### src/rtl/mem_access_ctrl.sv
// Byte/half/word load-store requester for one byte-wide-write BRAM port.
// Stores are split into ascending single-byte writes; loads are one registered read, then extended.
module mem_access_ctrl #(
  parameter int ADDR_W    = 10,
  parameter int MEM_BYTES = 1024
) (
  input  logic              clk,
  input  logic              rst,
  input  logic              req_valid,
  output logic              req_ready,
  input  logic              req_we,
  input  logic [1:0]        req_size,
  input  logic              req_unsigned,
  input  logic [ADDR_W-1:0] req_addr,
  input  logic [31:0]       req_wdata,
  output logic              rsp_valid,
  output logic              rsp_err,
  output logic [31:0]       rsp_rdata,
  output logic              mem_wen,
  output logic              mem_b,
  output logic              mem_h,
  output logic              mem_u,
  output logic [ADDR_W-1:0] mem_addr,
  output logic [31:0]       mem_din,
  input  logic [31:0]       mem_dout
);

  localparam logic [ADDR_W:0] MEM_LIM = (ADDR_W+1)'(MEM_BYTES);

  typedef enum logic [2:0] {S_IDLE, S_WRITE, S_READ, S_CAPTURE, S_RESP} state_t;

  state_t            state_q, state_d;
  logic              req_ready_q, req_ready_d;
  logic              rsp_valid_q, rsp_valid_d;
  logic              rsp_err_q, rsp_err_d;
  logic [31:0]       rsp_rdata_q, rsp_rdata_d;
  logic              mem_wen_q, mem_wen_d;
  logic [ADDR_W-1:0] mem_addr_q, mem_addr_d;
  logic [7:0]        mem_din_q, mem_din_d;
  logic [1:0]        k_q, k_d;

  logic [ADDR_W-1:0] base_q;
  logic [1:0]        size_q;
  logic              uns_q;
  logic [31:0]       wdata_q;

  logic [ADDR_W:0]   req_nbytes;
  logic [ADDR_W:0]   req_end;
  logic              req_err;
  logic [1:0]        k_nxt;

  function automatic logic [1:0] last_idx(input logic [1:0] sz);
    case (sz)
      2'b00:   last_idx = 2'd0;
      2'b01:   last_idx = 2'd1;
      default: last_idx = 2'd3;
    endcase
  endfunction

  function automatic logic [31:0] load_ext(input logic [1:0] sz, input logic uns,
                                           input logic [31:0] d);
    logic signed [7:0]  b;
    logic signed [15:0] h;
    b = d[7:0];
    h = d[15:0];
    case (sz)
      2'b00:   load_ext = uns ? {24'b0, d[7:0]}  : 32'(b);
      2'b01:   load_ext = uns ? {16'b0, d[15:0]} : 32'(h);
      default: load_ext = d;
    endcase
  endfunction

  function automatic logic [7:0] pick_byte(input logic [31:0] wd, input logic [1:0] k);
    pick_byte = wd[8*k +: 8];
  endfunction

  // The range check runs one bit wider than the address so a+n past the top cannot wrap.
  always_comb begin
    req_nbytes = (ADDR_W+1)'(3'd1 << req_size);
    req_end    = {1'b0, req_addr} + req_nbytes;
    req_err    = (req_size == 2'b11) || (req_end > MEM_LIM);
  end

  assign k_nxt = k_q + 2'd1;

  always_comb begin
    state_d     = state_q;
    req_ready_d = 1'b0;
    rsp_valid_d = 1'b0;
    rsp_err_d   = 1'b0;
    rsp_rdata_d = rsp_rdata_q;
    mem_wen_d   = 1'b0;
    mem_addr_d  = '0;
    mem_din_d   = '0;
    k_d         = k_q;
    case (state_q)
      S_IDLE: begin
        req_ready_d = 1'b1;
        if (req_valid) begin
          req_ready_d = 1'b0;
          if (req_err) begin
            state_d     = S_RESP;
            rsp_valid_d = 1'b1;
            rsp_err_d   = 1'b1;
          end else if (req_we) begin
            state_d    = S_WRITE;
            mem_wen_d  = 1'b1;
            mem_addr_d = req_addr;
            mem_din_d  = req_wdata[7:0];
            k_d        = 2'd0;
          end else begin
            state_d    = S_READ;
            mem_addr_d = req_addr;
          end
        end
      end
      S_WRITE: begin
        if (k_q == last_idx(size_q)) begin
          state_d     = S_RESP;
          rsp_valid_d = 1'b1;
        end else begin
          k_d        = k_nxt;
          mem_wen_d  = 1'b1;
          mem_addr_d = base_q + ADDR_W'(k_nxt);
          mem_din_d  = pick_byte(wdata_q, k_nxt);
        end
      end
      S_READ: state_d = S_CAPTURE;
      S_CAPTURE: begin
        rsp_rdata_d = load_ext(size_q, uns_q, mem_dout);
        rsp_valid_d = 1'b1;
        state_d     = S_RESP;
      end
      S_RESP: begin
        state_d     = S_IDLE;
        req_ready_d = 1'b1;
      end
      default: begin
        state_d     = S_IDLE;
        req_ready_d = 1'b1;
      end
    endcase
  end

  always_ff @(posedge clk) begin
    if (rst) begin
      state_q     <= S_IDLE;
      req_ready_q <= 1'b1;
      rsp_valid_q <= 1'b0;
      rsp_err_q   <= 1'b0;
      rsp_rdata_q <= '0;
      mem_wen_q   <= 1'b0;
      mem_addr_q  <= '0;
      mem_din_q   <= '0;
      k_q         <= '0;
    end else begin
      state_q     <= state_d;
      req_ready_q <= req_ready_d;
      rsp_valid_q <= rsp_valid_d;
      rsp_err_q   <= rsp_err_d;
      rsp_rdata_q <= rsp_rdata_d;
      mem_wen_q   <= mem_wen_d;
      mem_addr_q  <= mem_addr_d;
      mem_din_q   <= mem_din_d;
      k_q         <= k_d;
    end
  end

  always_ff @(posedge clk) begin
    if (req_valid && req_ready_q) begin
      base_q  <= req_addr;
      size_q  <= req_size;
      uns_q   <= req_unsigned;
      wdata_q <= req_wdata;
    end
  end

  // Reset kills the pending byte write in the same cycle so an aborted store stops at once.
  assign mem_wen   = mem_wen_q & ~rst;
  assign req_ready = req_ready_q;
  assign rsp_valid = rsp_valid_q;
  assign rsp_err   = rsp_err_q;
  assign rsp_rdata = rsp_rdata_q;
  assign mem_addr  = mem_addr_q;
  assign mem_din   = {24'b0, mem_din_q};
  assign mem_b     = 1'b1;
  assign mem_h     = 1'b0;
  assign mem_u     = 1'b0;

endmodule

### config.mk
export PLATFORM = sky130hd
export DESIGN_NAME = mem_access_ctrl
export DESIGN_NICKNAME = d
export VERILOG_FILES = /design/src/rtl/mem_access_ctrl.sv
export SDC_FILE = /design/constraint.sdc
export NUM_CORES = 1
export LEC_CHECK = 0
export ABC_AREA = 1
export CAP_MARGIN = 0
export CORE_MARGIN = 4
export CORE_UTILIZATION = 45
export DETAILED_ROUTE_END_ITERATION = 16
export PLACE_DENSITY = 0.8
export SLEW_MARGIN = 10
export SYNTH_ARGS = -nofsm -noshare
export SYNTH_HDL_FRONTEND = slang
export SYNTH_SLANG_ARGS = --single-unit
### constraint.sdc
create_clock -name clk -period 3.05 [get_ports clk]
set_input_delay 0.61 -clock clk [delete_from_list [all_inputs] [get_ports clk]]
set_output_delay 0.61 -clock clk [all_outputs]
set_load 0.05 [all_outputs]
Yosys cells after proc, flatten, opt, wreduce, memory -nomap -nowiden
Index checks and enable logic that the tools add are counted.

storage, ports and cells
  bits in registers = 104
  input bits = 81
  output and inout bits = 81
  logic and storage cells = 77

cells by class
  $add $sub $neg = 3
  magnitude comparators = 1
  equal/unequal tests = 11
  shift operators = 2
  muxes and demuxes = 35
  bitwise gates (word level) = 3
  reductions and logical operators = 9

operators by type and width
  kind                                                                count
  32-bit 2-to-1 mux                                                   2
  32-bit case mux with 2 select lines                                 1
  8-bit 2-to-1 mux                                                    4
  32-bit by 6-bit indexed part select with 8-bit output               1
  10-bit 2-to-1 mux                                                   3
  10-bit case mux with 2 select lines                                 1
  8-bit case mux with 2 select lines                                  1
  2-bit 2-to-1 mux                                                    6
  3-bit case mux with 4 select lines                                  1
  10-bit by 11-bit adder with 11-bit output                           1
  11-bit greater-than comparator, second input constant               1
  1-bit by 2-bit << shifter with 11-bit output, first input constant  1
  10-bit by 2-bit adder with 10-bit output                            1
  2-bit inequality test, second input constant                        5
  3-bit 2-to-1 mux                                                    3
  1-bit 2-to-1 mux                                                    8
  2-bit case mux with 2 select lines                                  2
  3-bit by 2-bit == test with 1-bit output, second input constant     2
  5-bit AND reduction                                                 1
  1-bit case mux with 2 select lines                                  2
  3-bit by 1-bit == test with 1-bit output, second input constant     1
  3-bit logical NOT                                                   1
  1-bit case mux with 3 select lines                                  1
  3-bit OR reduction                                                  1
  12 further kinds                                                    13

Logic depth before layout (Yosys ltp)
  depth in word-level cells = 7
  depth in mapped cells = 18
  gate-level depth less buffers = 18

Least setup slack after synthesis
OpenSTA, ideal clock, no wires.

  kind = input to register
  start = in req_size[1]
  end = reg mem_din_q[7]
  library setup time = 0.066 ns
  arrival = 2.357 ns
  required time = 2.984 ns
  setup slack = 0.627 ns
  stages = 17
  path buffers = 0
  cells stage by stage = nor2_1 > ha_1 > inv_1 > fa_1 > inv_1 > nand3_2 > nand2_2 > nand2_1 > nand2_1 > nand3_1 > nor2_1 > nand3_1 > nand2_2 > nand3_2 > nor2_4 > nand2_1 > a21oi_2

on the way
  cells in the longest elaborated chain, start to end = 7
  elaborated cells on any way between the ends = 8
  classes of those cells = add/sub: 1; order compare: 1; eq/ne: 1; shift: 1; mux: 3; reduce/logical: 1

ends and longest elaborated chain
  what                                          RTL line  source
  start: declaration                            12        input logic [1:0] req_size,
  1-bit by 2-bit << shifter with 11-bit output  79        req_nbytes = (ADDR_W+1)'(3'd1 << req_size);
  10-bit by 11-bit adder with 11-bit output     80        req_end = {1'b0, req_addr} + req_nbytes;
  11-bit greater-than comparator                81        req_err = (req_size == 2'b11) || (req_end > MEM_LIM);
  1-bit logical OR (*)                          81
  8-bit 2-to-1 mux (*)                          101       if (req_err) begin
  8-bit 2-to-1 mux (*)                          99        if (req_valid) begin
  8-bit case mux with 2 select lines (*)        96        case (state_q)
  end signal: assignment                        164       mem_din_q <= mem_din_d;
  end: declaration                              39        logic [7:0] mem_din_q, mem_din_d;

Every way passes the cells marked *; elsewhere a longest branch is shown, timed or not.
A chain may end at the register's enable or synchronous reset.

Worst setup path in the final report
  start = in req_size[1]
  end = reg mem_din_q[3]

The elaborated chain is that of the path after synthesis.

==> flow_summary.json <==
{
  "outcome": "finished clean",
  "reg2reg_from": "k_q[1]",
  "hold_viol": 0,
  "async_flop_share_pct": 0,
  "synthesis.area_per_instance_sq_um": 9.061,
  "die_h_microns": 109.1,
  "critPathMaxFanout": 8,
  "crit_required_ns": 3.35,
  "cp-end-kind": "register",
  "p_leak_nw": 2.528,
  "slew_violations": 0,
  "place_congestion": 0.8986,
  "instances_no_fill": 789,
  "r2r_slack_ns": 0.53,
  "cp_common_cell": "nand2_1",
  "worst-path-stages": 18,
  "nets": 740,
  "synth_cells": 508,
  "cts_num_sinks": 104,
  "cts_buffers": 9,
  "relSlewSlack_pct": 53.30,
  "drive_gt1_share_pct": 7.774,
  "synth_top_area_share_pct": 29.36,
  "hpwl_microns": 8766,
  "period_needed_ns": 2.844,
  "cts_root_buf": "clkbuf_8",
  "cap_violations": 0,
  "drtIter0Drc": 312,
  "r2r_cells": 13,
  "setup_viol": 0,
  "synth.distinct_cells": 37,
  "startpoint": "req_size[1]",
  "setup_slack_ns": 0.2061,
  "clk_transition_reported_paths_ns": 0.11,
  "rsz0062_at_grt": "false",
  "hp-class": "register to register",
  "ioPinCount": 162,
  "p_per_area_nw_per_um2": 568.5,
  "post_cts_buffers": 0,
  "wl_per_cell_microns": 15.09,
  "r2r-end": "mem_addr[8]",
  "syn_area_sq_um": 4603,
  "grt_pass1_vias": 3842,
  "die_area_sq_um": 11910,
  "vias_per_cell": 4.980,
  "place_ws_ns": -0.1614,
  "seq_area_frac_synth_pct": 55.01,
  "arrival_ns": 3.14,
  "start_kind": "input port",
  "path_cells": "clkdlybuf4s50_1, nor2_1, ha_1, inv_1, fa_1, inv_1, nand3_2, nand2_4, nand2_1, nand2_1, nand3_1, nor2_1, nand3_1, nand2_2, nand3_2, nor2_4, nand2_1, a21oi_1",
  "critical_path.top_delay_family": "simple AND/OR/NAND/NOR gates",
  "holdBufCountCts": 0,
  "multi_input_area_sq_um": 1693,
  "grt_pass1_wl_microns": 18240,
  "drc_errors": 0,
  "cpPeakStageDelay_ns": 0.45,
  "cp_num_buf_inv": 3,
  "drt-total-wl_microns": 11900,
  "cp_slowest_cell": "clkdlybuf4s50_1",
  "antenna_found_initial": 0,
  "setup_tns_ns": 0,
  "grt_max_degree": 36,
  "dp.cells": 773,
  "core_sq_um": 9864,
  "start_util_pct": 46.66,
  "grt_overflow_total": 0,
  "area_growth_pct": 36.04,
  "fin_crit_sh_pct": 93.24,
  "grt.total_usage_pct": 19.49,
  "fin_skew_ns": 0.01045,
  "row_count": 36,
  "synth_flop_cell": "dfxtp_1",
  "clk_path_buf_depth": 2,
  "ir_worst_vdd_v": 0.0003210,
  "diodes": 0,
  "ant_nets": 0,
  "yosysMostFrequentCell": "nand2_1",
  "dieWidth_microns": 109.1,
  "fillers": 806,
  "synth_top_cells_by_count": "84 x nand2_1, 59 x dfxtp_1, 50 x a21oi_1",
  "clock_latency_ns": 0.36,
  "first_pass_iters": 6,
  "cts_tree": "built",
  "seqCellArea_sq_um": 2532,
  "yosys.area.top_type": "edfxtp_1",
  "synth_warnings": 0,
  "synth-edff-count": 45,
  "dr_total_vias": 3929,
  "endpoint": "mem_din_q[3]",
  "fin_hold_ws_ns": 0.5000,
  "tightest_slew_ns": 0.7004,
  "h-tree-depth": 3,
  "max_freq_mhz": 351.6,
  "netlist_top_cells_area": "edfxtp_1 29%, dfxtp_1 26%, nand2_1 6.8%, a21oi_1 5.4%, o21ai_0 5.2%",
  "port_buffers": 134,
  "utilization_pct": 63.48,
  "path_class": "input port to register",
  "ys_ff_latch": 104
}
timing repair:
item	4_1_cts	5_1_grt
hold endpoints to repair	0	0
setup endpoints to repair	0	5
gates resized for setup	0	3
placed cells by master (no fill, tap or decap), types with 3 or more instances in the layout:
| cell | instances |
|---|---|
| clkdlybuf4s50_1 | 133 |
| nand2_1 | 84 |
| dfxtp_1 | 59 |
| a21oi_1 | 49 |
| o21ai_0 | 48 |
| nor2_1 | 46 |
| edfxtp_1 | 45 |
| inv_1 | 44 |
| conb_1 | 27 |
| nand3_1 | 26 |
| buf_4 | 16 |
| clkbuf_8 | 9 |
| mux2i_1 | 6 |
| a22oi_1 | 6 |
| ha_1 | 6 |
| clkinv_1 | 5 |
| nor2_2 | 3 |
| nor3_1 | 3 |
| a21oi_2 | 3 |
| nand3b_1 | 3 |
| nand4_1 | 3 |
cell families after synthesis:
group / synth area share (%)
AOI/OAI and AO/OA: 12.86
xor gates and xnor gates: 0.5709
adders and majority gates: 2.501
buffers and inverters: 10.49
DFF: 55.01
muxes: 1.305
other: 0.1631
and+or+nand+nor: 17.10
tightest hold or removal path, stage by stage (launching register included):
cell and delay, ns:
dfxtp_1 0.37, nor2_1 0.06, nand2_1 0.05
area by class of cell:
type	instances	area share [%]
Clock buffer	9	1.978
Tap cell	133	2.657
Sequential cell	104	40.44
Timing Repair Buffer	150	23.50
Inverter	51	3.057
Clock inverter	7	1.339
Multi-Input combinational cell	335	27.03
sequential cells by signal (all words and copies together) (netlist names):
register,cells
wdata_q,32
rsp_valid,1
size_q,2
mem_wen_q,1
state_q,3
rsp_rdata,32
uns_q,1
rsp_err,1
mem_din_q,8
base_q,10
k_q,2
mem_addr,10
req_ready,1
metal layers:
layer | global-route usage (%) | vias to the layer above | wire, microns
met5 | 0 | - | 0
met1 | 24.04 | 1841 | 4912
met2 | 34.21 | 143 | 6036
met4 | 6.132 | 0 | 278
met3 | 3.848 | 20 | 676
li1 | - | 1925 | -
worst min-delay path by stage:
| stage | start | to | depth (start not counted) |
|---|---|---|---|
| after CTS | state_q[2] | req_ready | 2 |
| after detailed placement | state_q[2] | req_ready | 2 |
| after floorplan | state_q[2] | req_ready | 2 |
| after global placement | state_q[2] | req_ready | 2 |
| after global routing | state_q[2] | req_ready | 2 |
| final | state_q[2] | req_ready | 2 |
through the flow:
stage	area (sq um)	total power, W
6_report	6262	0.003560
5_1_grt	6262	0.003743
4_1_cts	6251	0.003581
3_5_place_dp	6043	0.002691
3_3_place_gp	6043	0.002661
2_1_floorplan	4697	0.002350
power by group:
| part | internal, W | switching (W) | total (W) |
|---|---|---|---|
| logic | 0.000363 | 0.000650 | 0.00101 |
| registers | 0.00159 | 0.0000602 | 0.00165 |
| clock network | 0.000398 | 0.000502 | 0.000899 |
(Power assumes the default switching activity.)
